[config.mk]
export PLATFORM = sky130hd
export DESIGN_NAME = io_fifo_port
export DESIGN_NICKNAME = d
export VERILOG_FILES = /design/src/rtl/io_fifo_port.sv
export SDC_FILE = /design/constraint.sdc
export NUM_CORES = 1
export LEC_CHECK = 0
export ABC_AREA = 1
export CORE_ASPECT_RATIO = 0.9
export CORE_MARGIN = 2
export CORE_UTILIZATION = 45
export DETAILED_ROUTE_END_ITERATION = 16
export MAX_ROUTING_LAYER = met4
export PLACE_DENSITY = 0.66
export SLEW_MARGIN = 30
export SYNTH_ARGS = -nofsm -noshare
export SYNTH_HDL_FRONTEND = slang
export SYNTH_SLANG_ARGS = --single-unit
[constraint.sdc]
create_clock -name clk -period 7.3 [get_ports clk]
set_input_delay 2.19 -clock clk [delete_from_list [all_inputs] [get_ports clk]]
set_output_delay 2.19 -clock clk [all_outputs]
set_load 0.005 [all_outputs]
[src/rtl/io_fifo_port.sv]
// ============================================================================
// io_fifo_port
// ----------------------------------------------------------------------------
// Memory-mapped I/O port placed behind the data-memory/I/O decoder. CPU stores
// (io_write) are buffered in a TX FIFO toward an external device. Words from
// the device are buffered in an RX FIFO and returned to the CPU on loads
// (io_read). Both device-facing sides use valid/ready handshakes.
//
// Optional build macro: IO_PORT_LOOPBACK_EN
//   When defined, the TX head feeds the RX FIFO internally. External tx_valid
//   and rx_ready are tied low, and rx_valid/rx_data/tx_ready are ignored.
//   When undefined (the default), the external handshakes are used.
//
// Parameters
//   DEPTH        entries per FIFO (power of two, >= 2)
//   DATA_W       data width
// Ports
//   clk          system clock, rising edge
//   rst_n        asynchronous active-low reset
//   io_write     store strobe, one push per cycle while high
//   io_read      load strobe, one pop per cycle while high
//   wdata        CPU store data
//   rdata        CPU load data (registered)
//   rdata_valid  rdata holds a popped RX word this cycle
//   tx_data      head of TX FIFO
//   tx_valid     TX FIFO not empty
//   tx_ready     device accepts tx_data
//   rx_data      device word
//   rx_valid     device offers rx_data
//   rx_ready     RX FIFO can accept
//   tx_overflow  sticky: a store was dropped
//   rx_underflow sticky: a load found RX empty
// ============================================================================
module io_fifo_port #(
    parameter int DEPTH  = 4,
    parameter int DATA_W = 32
) (
    input  logic              clk,
    input  logic              rst_n,
    input  logic              io_write,
    input  logic              io_read,
    input  logic [DATA_W-1:0] wdata,
    output logic [DATA_W-1:0] rdata,
    output logic              rdata_valid,
    output logic [DATA_W-1:0] tx_data,
    output logic              tx_valid,
    input  logic              tx_ready,
    input  logic [DATA_W-1:0] rx_data,
    input  logic              rx_valid,
    output logic              rx_ready,
    output logic              tx_overflow,
    output logic              rx_underflow
);

    localparam int PTR_W = $clog2(DEPTH);
    localparam int CNT_W = PTR_W + 1;
    localparam logic [CNT_W-1:0] FULL_CNT = CNT_W'(DEPTH);

    // Storage
    logic [DATA_W-1:0] tx_mem [DEPTH];
    logic [DATA_W-1:0] rx_mem [DEPTH];

    // TX FIFO state
    logic [PTR_W-1:0] tx_wr_ptr_q, tx_wr_ptr_d;
    logic [PTR_W-1:0] tx_rd_ptr_q, tx_rd_ptr_d;
    logic [CNT_W-1:0] tx_count_q,  tx_count_d;

    // RX FIFO state
    logic [PTR_W-1:0] rx_wr_ptr_q, rx_wr_ptr_d;
    logic [PTR_W-1:0] rx_rd_ptr_q, rx_rd_ptr_d;
    logic [CNT_W-1:0] rx_count_q,  rx_count_d;

    // CPU-side registered outputs
    logic [DATA_W-1:0] rdata_q;
    logic              rdata_valid_q;
    logic              tx_overflow_q;
    logic              rx_underflow_q;

    logic              tx_full, tx_empty, rx_full, rx_empty;
    logic              tx_push, tx_pop, tx_drop;
    logic              rx_push, rx_pop, rx_miss;
    logic [DATA_W-1:0] tx_head, rx_head, rx_push_data;

    assign tx_full  = (tx_count_q == FULL_CNT);
    assign tx_empty = (tx_count_q == '0);
    assign rx_full  = (rx_count_q == FULL_CNT);
    assign rx_empty = (rx_count_q == '0);

    assign tx_head  = tx_mem[tx_rd_ptr_q];
    assign rx_head  = rx_mem[rx_rd_ptr_q];

`ifdef IO_PORT_LOOPBACK_EN
    // Internal transfer: TX head moves straight into the RX FIFO.
    logic lb_xfer;
    logic unused_ext;

    assign lb_xfer      = !tx_empty && !rx_full;
    assign tx_pop       = lb_xfer;
    assign rx_push      = lb_xfer;
    assign rx_push_data = tx_head;
    assign tx_valid     = 1'b0;
    assign rx_ready     = 1'b0;
    assign unused_ext   = ^{rx_valid, rx_data, tx_ready};
`else
    assign tx_pop       = !tx_empty && tx_ready;
    assign rx_push      = rx_valid && !rx_full;
    assign rx_push_data = rx_data;
    assign tx_valid     = !tx_empty;
    assign rx_ready     = !rx_full;
`endif

    assign tx_data = tx_head;

    // A store into a full FIFO still succeeds when the head leaves this cycle.
    assign tx_push = io_write && (!tx_full || tx_pop);
    assign tx_drop = io_write && !tx_push;
    assign rx_pop  = io_read && !rx_empty;
    assign rx_miss = io_read && rx_empty;

    // Pointer and occupancy next-state. Pointers are PTR_W bits wide, so the
    // increment wraps modulo DEPTH naturally (DEPTH is a power of two).
    always_comb begin
        tx_wr_ptr_d = tx_wr_ptr_q;
        tx_rd_ptr_d = tx_rd_ptr_q;
        tx_count_d  = tx_count_q;
        if (tx_push) tx_wr_ptr_d = tx_wr_ptr_q + PTR_W'(1);
        if (tx_pop)  tx_rd_ptr_d = tx_rd_ptr_q + PTR_W'(1);
        case ({tx_push, tx_pop})
            2'b10:   tx_count_d = tx_count_q + CNT_W'(1);
            2'b01:   tx_count_d = tx_count_q - CNT_W'(1);
            default: tx_count_d = tx_count_q;
        endcase
    end

    always_comb begin
        rx_wr_ptr_d = rx_wr_ptr_q;
        rx_rd_ptr_d = rx_rd_ptr_q;
        rx_count_d  = rx_count_q;
        if (rx_push) rx_wr_ptr_d = rx_wr_ptr_q + PTR_W'(1);
        if (rx_pop)  rx_rd_ptr_d = rx_rd_ptr_q + PTR_W'(1);
        case ({rx_push, rx_pop})
            2'b10:   rx_count_d = rx_count_q + CNT_W'(1);
            2'b01:   rx_count_d = rx_count_q - CNT_W'(1);
            default: rx_count_d = rx_count_q;
        endcase
    end

    // Storage writes; contents need no reset since occupancy gates all reads.
    always_ff @(posedge clk) begin
        if (tx_push) tx_mem[tx_wr_ptr_q] <= wdata;
        if (rx_push) rx_mem[rx_wr_ptr_q] <= rx_push_data;
    end

    // Control state: reset empties both FIFOs without waiting for an edge.
    always_ff @(posedge clk or negedge rst_n) begin
        if (!rst_n) begin
            tx_wr_ptr_q    <= '0;
            tx_rd_ptr_q    <= '0;
            tx_count_q     <= '0;
            rx_wr_ptr_q    <= '0;
            rx_rd_ptr_q    <= '0;
            rx_count_q     <= '0;
            rdata_q        <= '0;
            rdata_valid_q  <= 1'b0;
            tx_overflow_q  <= 1'b0;
            rx_underflow_q <= 1'b0;
        end else begin
            tx_wr_ptr_q   <= tx_wr_ptr_d;
            tx_rd_ptr_q   <= tx_rd_ptr_d;
            tx_count_q    <= tx_count_d;
            rx_wr_ptr_q   <= rx_wr_ptr_d;
            rx_rd_ptr_q   <= rx_rd_ptr_d;
            rx_count_q    <= rx_count_d;
            rdata_valid_q <= rx_pop;
            // A load from an empty RX returns zero; no load holds rdata.
            if (rx_pop) begin
                rdata_q <= rx_head;
            end else if (rx_miss) begin
                rdata_q <= '0;
            end
            if (tx_drop) tx_overflow_q  <= 1'b1;
            if (rx_miss) rx_underflow_q <= 1'b1;
        end
    end

    assign rdata        = rdata_q;
    assign rdata_valid  = rdata_valid_q;
    assign tx_overflow  = tx_overflow_q;
    assign rx_underflow = rx_underflow_q;

endmodule

Yosys cells after proc, flatten, opt, wreduce, memory -nomap -nowiden
Memory sizes are Yosys's and may differ from the RTL's.
Index checks and enable logic that the tools add are counted.
Storage, ports and cells
  flip-flop bits (word level): 49
  memory bits (writable): 256
  input bits: 70
  logic and storage cells: 51
  memories kept: 2
Memories
  rx_mem: words 4, width 32, rd ports 1, clocked after Yosys merged registers in 0, write ports 1, RTL line 61  | logic [DATA_W-1:0] rx_mem [DEPTH];
  tx_mem: words 4, width 32, rd ports 1, clocked after Yosys merged registers in 0, write ports 1, RTL line 60  | logic [DATA_W-1:0] tx_mem [DEPTH];
Operators by class
  add/subtract/negate cells: 8
  equality and inequality tests: 6
  mux-type cells: 8
  reduce and logical (&&, ||, !) cells: 17
Operator list (number)
  2-to-1 mux 32 bit: 2
  case mux 3 bit (2 select lines): 2
  adder 2 x 1 -> 2 bit (second input constant): 4
  adder 3 x 1 -> 3 bit (second input constant): 2
  equality test 3 bit (second input constant): 2
  logical AND 1 bit: 6
  zero test 3 bit: 2
  nonzero test 2 bit: 3
  subtractor 3 x 1 -> 3 bit (second input constant): 2
  zero test 1 bit: 5
  equality test 2 x 1 -> 1 bit (second input constant): 2
  equality test 2 bit (second input constant): 2
  2-to-1 mux 1 bit: 4
  logical OR 1 bit: 1

Depth between registers and ports, before layout
Gate-level depths: netlist of run 1.
  word-level depth: 7
  gate-level depth with buffers: 11
  mapped depth without buffers: 10

Least setup slack after synthesis of run 1
No wires, ideal clock.
  path type: input port to flip-flop
  from: in tx_ready
  to: mem tx_mem[0][0], enable pin
  setup time: 0.421 ns
  arrival time: 3.829 ns
  slack: 3.049 ns
  stages: 4
  path buffers: 0
  cell sequence: nor2_1 nand2_1 nand2_2 nor2_1
Between the ends
  longest elaborated chain between the ends: 5
Ends and longest elaborated chain
  start: declaration: RTL line 47  | input logic tx_ready,
  logical AND 1 bit: RTL line 105  | assign tx_pop = !tx_empty && tx_ready;
  logical OR 1 bit: RTL line 115  | assign tx_push = io_write && (!tx_full || tx_pop);
  logical AND 1 bit: RTL line 115
  2-to-1 mux 1 bit: RTL line 150  | if (tx_push) tx_mem[tx_wr_ptr_q] <= wdata;
  2-to-1 mux 1 bit (not written as such): RTL line 150
  end: declaration: RTL line 60
Every way passes these cells.

Final worst setup path of run 1
  from: reg tx_rd_ptr_q[0]
  to: out tx_data[8]
Between the ends
  longest elaborated chain between the ends: 1
Ends and longest elaborated chain
  start: declaration: RTL line 65  | logic [PTR_W-1:0] tx_rd_ptr_q, tx_rd_ptr_d;
  start signal: assignment: RTL line 169  | tx_rd_ptr_q <= tx_rd_ptr_d;
  memory (4 x 32 bit)
  end: declaration: RTL line 45  | output logic [DATA_W-1:0] tx_data,
Every way passes these cells.

==> summary.txt, run 1 <==
Run status
  • Status: completed

Die
  • Die ar.: 27370 um^2
  • Core area: 25850 um^2
  • I/O pins: 139
  • Die W: 174.2 um
  • Initial Utilization: 45.36%
  • Row cnt: 56
  • Die H: 157.2 um

CTS
  • CTS Buffer Depth: 3
  • Clock insertion delay at the later pin of the skew report: 540 ps
  • # hold bufs at CTS: 0
  • # clock sinks: 305
  • Clock Root Buffer: clkbuf_16
  • H-tree depth: 1
  • Clock-pin slew on the worst setup and hold paths: 60 ps
  • Post-CTS Setup Bufs: 0
  • TritonCTS clock tree: done
  • Post-CTS sizing: 0
  • CTS buffer count: 31

Timing
  • Worst hold slack: 473.3 ps
  • Actual slew at the worst max-slew pin: 714.8 ps
  • Max-slew violation count: 0
  • Setup Skew: 8.759 ps
  • Final Cycle Share: 63.66%
  • Rel. slew slack: 52.28%
  • Setup TNS: 0 ps
  • Final min period: 4647 ps
  • RSZ-0062 raised after global routing: false
  • Final hold violation count: 0
  • Peak Freq: 215.2 MHz
  • Setup violators final: 0

Logic synthesis
  • Area leader, netlist: edfxtp_1
  • Post-synth top area share: 65.55%
  • Top-count cell post-synth: edfxtp_1
  • Number of synthesized flops with an enable pin: 256
  • Most frequent cells after synthesis: edfxtp_1, nand2_1, nand3_1
  • Syn Inst Count: 894
  • Net Count, Synth: 975
  • Syn avg cell area: 13.12 um^2
  • Seq/Total Area, Yosys: 76.01%
  • Top cells by area, synth: edfxtp_1, dfrtp_1, nand2_1
  • Mapped Area: 11730 um^2
  • Async set or reset register ratio after synthesis: 16.07%
  • Synth Register Bits: 305
  • Cell variety after synth: 26
  • Synth warnings: 0
  • Main synth FF type: edfxtp_1

Placement
  • Final HPWL DP: 13580 um
  • Gpl congestion: 0.7008
  • IO buf count: 138
  • Inst Count DP: 1347

Power and ir drop
  • Switching share of power: 31.65%
  • Pleak: 0.005295 uW
  • Cell Int Power: 4056 uW
  • Reg power frac: 41.5%
  • Pwr/cell area: 410.5 nW/um^2
  • Worst IR Drop VDD: 0.0002700 V
  • Clock share of power: 25.9%
  • Net Sw Power: 1878 uW
  • Combinational power share: 32.6%

Worst setup path
  • Slowest cell on crit path: clkdlybuf4s50_1
  • R2r startpoint: rx_count_q[0]
  • R2r worst-path depth: 10
  • Worst-path cell chain: buf_4 -> o21ai_0 -> o22ai_1 -> clkdlybuf4s50_1
  • Critical path data arrival time: 2460 ps
  • Reg-to-reg endpoint: rx_count_q[2]
  • Critical path class: reg -> out
  • Setup crit end: tx_data[8]
  • R2R Setup Slk: 4800 ps
  • Max stage delay on crit path: 540 ps
  • CP required: 5110 ps
  • Nature of the critical path endpoint: primary output
  • CP Max Fanout: 65
  • Critical Path Start: tx_rd_ptr_q[0]
  • CP startpoint kind: flip-flop

GRT
  • Tot GR Track Use: 18.30%
  • Initial antenna violation count: 1
  • Pin count of the biggest net entering global routing: 66
  • Number of global-route vias before repair: 6988
  • Gr ovfl total: 0
  • First-pass GRT wire length: 38120 um

Route
  • Detailed router's first-iteration violation count: 591
  • Drt first pass iters: 6
  • Final ANT Viol Nets: 0
  • Drt total wl: 24110 um
  • Vias post-DR: 7080
  • DRC: 0
  • Wire per inst: 17.15 um
  • Via density: 5.036

Cells and area
  • Fin cells: 1406
  • Area of the multi-input gates: 2449 um^2
  • Filler cells: 2079
  • Layout area overhead: 23.26%
  • FF/Latch Area: 8916 um^2
  • Final core utilization: 55.91%
  • Nets@finish: 1113
  • Proportion of layout cells with a drive suffix above 1: 8.144%

Worst hold path
  • Hold crit path type: reg -> reg

Job
  • Maximum Capacitance Violations: 0
## critical path, delay by kind of cell (launching register included)
family	cells	cell delay [ps]
buffers and inverters	2	1070
AOI/OAI and AO/OA	2	440
DFF	1	380
## worst min-delay path by stage
stage                        from       endpoint  slack, ps  depth (start not counted)
finish               rx_underflow   rx_underflow        470                          1
global route         rx_underflow   rx_underflow        510                          1
CTS                  rx_underflow   rx_underflow        480                          1
detailed placement    tx_overflow    tx_overflow        460                          1
global placement     rx_underflow   rx_underflow        460                          1
floorplan           rx_count_q[1]  rx_count_q[1]        450                          2
## routing by layer
layer / global-route usage (%) / vias up / share of wire, %
li1: - / 3432 / -
met1: 24.88 / 3399 / 45
met2: 29.14 / 220 / 46
met3: 3.261 / 29 / 6.9
met4: 4.202 / 0 / 1.8
met5: - / - / 0
## power by group through the flow
stage          clock, uW  sequential [uW]  combinational (uW)
2_1_floorplan          0             2490                1100
3_3_place_gp           0             2490                1910
3_5_place_dp           0             2490                1960
4_1_cts             1570             2460                1970
5_1_grt             1630             2500                2170
6_report            1540             2460                1940
## flip-flops by register name, indices dropped and copies added, names as in the netlist
register and flops:
tx_mem 128, tx_wr_ptr_q 2, rdata_valid 1, rx_mem 128
tx_rd_ptr_q 2, rx_wr_ptr_q 2, tx_count_q 3, rx_underflow 1
rdata 32, rx_rd_ptr_q 2, rx_count_q 3, tx_overflow 1
## logic make-up (layout without fill, tap and decap cells)
group / Yosys count / count (layout) / synth area share, %
DFF: 305 / 305 / 76.01
and+or+nand+nor: 390 / 390 / 13.80
AOI/OAI and AO/OA: 105 / 105 / 4.918
other: 0 / 2 / 0
buffers and inverters: 76 / 238 / 3.457
xor gates and xnor gates: 7 / 7 / 0.5228
adders and majority gates: 11 / 11 / 1.302
## cell type report
| class | instances | area share (%) |
|---|---|---|
| diodes | 2 | 0.03462 |
| flip-flops and latches | 305 | 61.68 |
| inverters | 29 | 0.7877 |
| clock buffers | 42 | 5.860 |
| clock inverters | 15 | 1.021 |
| multi-input cells | 513 | 16.94 |
| well taps | 348 | 3.012 |
| repair buffers | 152 | 10.66 |
## cell usage in the layout (no fill, tap or decap), types with 6 or more instances in the layout
master,count
clkdlybuf4s50_1,137
inv_1,22
edfxtp_1,256
ha_1,9
buf_4,11
nor2_1,72
nor2_2,6
nand3_1,102
o22ai_1,32
clkinv_2,7
clkbuf_1,8
dfrtp_1,47
clkbuf_16,31
o21ai_0,46
xor2_1,6
nand2_1,199
o21ai_1,20
## per-stage QoR
| step | total power [uW] | cell area [um^2] | worst slack, ps |
|---|---|---|---|
| finish | 5934 | 14460 | 2653 |
| CTS | 5997 | 14450 | 2637 |
| floorplan | 3587 | 11730 | 3049 |
| global placement | 4393 | 13370 | 2749 |
| global route | 6304 | 14450 | 2505 |
| detailed placement | 4454 | 13460 | 2696 |
Power figures use the tool's default switching activity.
==> run 2: changes to the inputs <==
PLACE_DENSITY = 0.69   (was 0.66)
clock period = 4 ns   (was 7.3 ns; I/O delays follow)
==> summary.txt, run 2 (same netlist as run 1, synthesis figures left out) <==
Die
  • Die W: 174.2 um (unchanged)
  • Row cnt: 56 (unchanged)
  • Initial Utilization: 45.36% (unchanged)
  • Die H: 157.2 um (unchanged)
  • I/O pins: 139 (unchanged)
  • Core area: 25850 um^2 (unchanged)
  • Die ar.: 27370 um^2 (unchanged)

Run status
  • Status: completed

CTS
  • Post-CTS Setup Bufs: 0 (unchanged)
  • Post-CTS sizing: 0 (unchanged)
  • Clock Root Buffer: clkbuf_16
  • CTS buffer count: 29 (-6.5%)
  • CTS Buffer Depth: 3 (unchanged)
  • # hold bufs at CTS: 0 (unchanged)
  • Clock insertion delay at the later pin of the skew report: 540 ps (about the same)
  • TritonCTS clock tree: done
  • # clock sinks: 305 (unchanged)
  • H-tree depth: 1 (unchanged)
  • Clock-pin slew on the worst setup and hold paths: 60 ps (about the same)

Power and ir drop
  • Worst IR Drop VDD: 0.0004640 V (+72%)
  • Switching share of power: 31.17% (-0.48 points)
  • Pleak: 0.005325 uW (+0.57%)
  • Net Sw Power: 3408 uW (+81%)
  • Reg power frac: 41.6% (about the same)
  • Pwr/cell area: 755.6 nW/um^2 (+84%)
  • Overall Power: 10930 uW (+84%)
  • Clock share of power: 26.8% (+0.9 points)
  • Cell Int Power: 7526 uW (+86%)
  • Combinational power share: 31.6% (-1.0 points)

Timing
  • Setup Skew: 19.51 ps (+10.75 ps)
  • Max-slew violation count: 0 (unchanged)
  • Final hold violation count: 0 (unchanged)
  • Peak Freq: 272.3 MHz
  • Actual slew at the worst max-slew pin: 820.7 ps (+105.9 ps)
  • Final Cycle Share: 91.82%
  • Final min period: 3673 ps
  • Setup violators final: 0 (unchanged)
  • Final worst slack: 327.4 ps (-2326 ps)
  • Setup TNS: 0 ps (unchanged)
  • RSZ-0062 raised after global routing: false
  • Rel. slew slack: 44.95% (-7.3 points)

Worst hold path
  • Hold path cells: 2 (+1)
  • Hold crit path type: reg -> reg
  • Worst min-delay path startpoint: rdata[18]
  • Hold EP: rdata[18]

Cells and area
  • Most common cell after layout, fill and taps aside: edfxtp_1
  • Nets@finish: 1117 (+0.36%)
  • Proportion of layout cells with a drive suffix above 1: 8.790% (+0.65 points)
  • FF/Latch Area: 8919 um^2 (about the same)
  • Most frequent cells in the layout: edfxtp_1, nand2_1, clkdlybuf4s50_1, nand3_1, nor2_1
  • Area of the multi-input gates: 2429 um^2 (-0.82%)
  • Layout area overhead: 23.39%
  • Filler cells: 2073 (-0.29%)

Placement
  • Final HPWL DP: 13690 um (+0.74%)
  • Gpl congestion: 0.7368 (+5.1%)
  • Dpl ws: 772.7 ps (-1923 ps)
  • IO buf count: 138 (unchanged)

Route
  • Wire per inst: 17.26 um (+0.63%)
  • DRC: 0 (unchanged)
  • Detailed router's first-iteration violation count: 547 (-7.4%)
  • Drt first pass iters: 5 (-1)
  • Drt total wl: 24300 um (+0.78%)
  • Via density: 5.151 (+2.3%)
  • Final ANT Viol Nets: 0 (unchanged)
  • Vias post-DR: 7252 (+2.4%)

Worst setup path
  • R2R Setup Slk: 1910 ps (-2890 ps)
  • Nature of the critical path endpoint: primary output
  • CP Max Fanout: 38 (-42%)
  • CP startpoint kind: flip-flop
  • Reg-to-reg endpoint: rdata[31]
  • Critical path data arrival time: 2470 ps (about the same)
  • R2r startpoint: rx_rd_ptr_q[0]
  • CP required: 2800 ps (-2310 ps)
  • Critical path class: reg -> out
  • R2r worst-path depth: 6 (-4)
  • Critical Path Start: tx_rd_ptr_q[0]

GRT
  • Number of global-route vias before repair: 6897 (-1.3%)
  • Pin count of the biggest net entering global routing: 66 (unchanged)
  • Tot GR Track Use: 18.09% (-0.21 points)
  • Initial antenna violation count: 2 (+1)
  • Gr ovfl total: 0 (unchanged)
  • First-pass GRT wire length: 37670 um (-1.2%)

Job
  • Maximum Capacitance Violations: 0 (unchanged)
## run 2: worst max-delay path by stage
stage                         to  slack, ps  cells after the start
floorplan           tx_mem[0][0]        740                      4
global placement     tx_data[28]        810                      4
detailed placement   tx_data[18]        770                      4
CTS                  tx_data[18]        200                      4
global route         tx_data[18]        130                      4
finish               tx_data[18]        330                      4
## run 2: power groups by stage
stage	Sequential [uW]	Clock (uW)	Combinational [uW]
2_1_floorplan	4550	0	2000
3_3_place_gp	4580	0	3430
3_5_place_dp	4600	0	3510
4_1_cts	4550	2990	3530
5_1_grt	4620	3110	3870
6_report	4550	2930	3460
## run 2: layout make-up
cell class / count / share of cell area (%)
Antenna cell: 2 / 0.03459
Clock buffer: 37 / 5.499
Clock inverter: 16 / 1.652
Inverter: 29 / 0.7523
Multi-Input combinational cell: 513 / 16.78
Sequential cell: 305 / 61.63
Tap cell: 348 / 3.009
Timing Repair Buffer: 158 / 10.64
## run 2: worst max-delay path, cell delays in order, from the launching register on
cell,delay [ps]
dfrtp_4,610
buf_4,400
o21ai_0,160
o22ai_1,210
clkdlybuf4s50_1,530
## run 2: layer usage
metal	GRT usage (%)	up-vias	wire, um
met4	3.922	0	310
met5	-	-	0
met2	28.89	207	11560
li1	-	3442	-
met1	24.55	3581	11000
met3	3.309	22	1427
## run 2: stage by stage
stage	instance area (um^2)	std cells	hold WS [ps]	utilization [%]
finish	14470	1408	475.4	55.97
global route	14470	1408	503.8	55.97
CTS	14460	1406	481.8	55.94
detailed placement	13430	1353	465.0	51.94
global placement	13430	1353	462.5	51.94
floorplan	11730	894	449.8	-
==> run 3: changes to the inputs <==
CAP_MARGIN = 5   (was unset)
==> results of run 3 <==
Same layout as run 2: the final DEF is identical, and so are final timing and power.
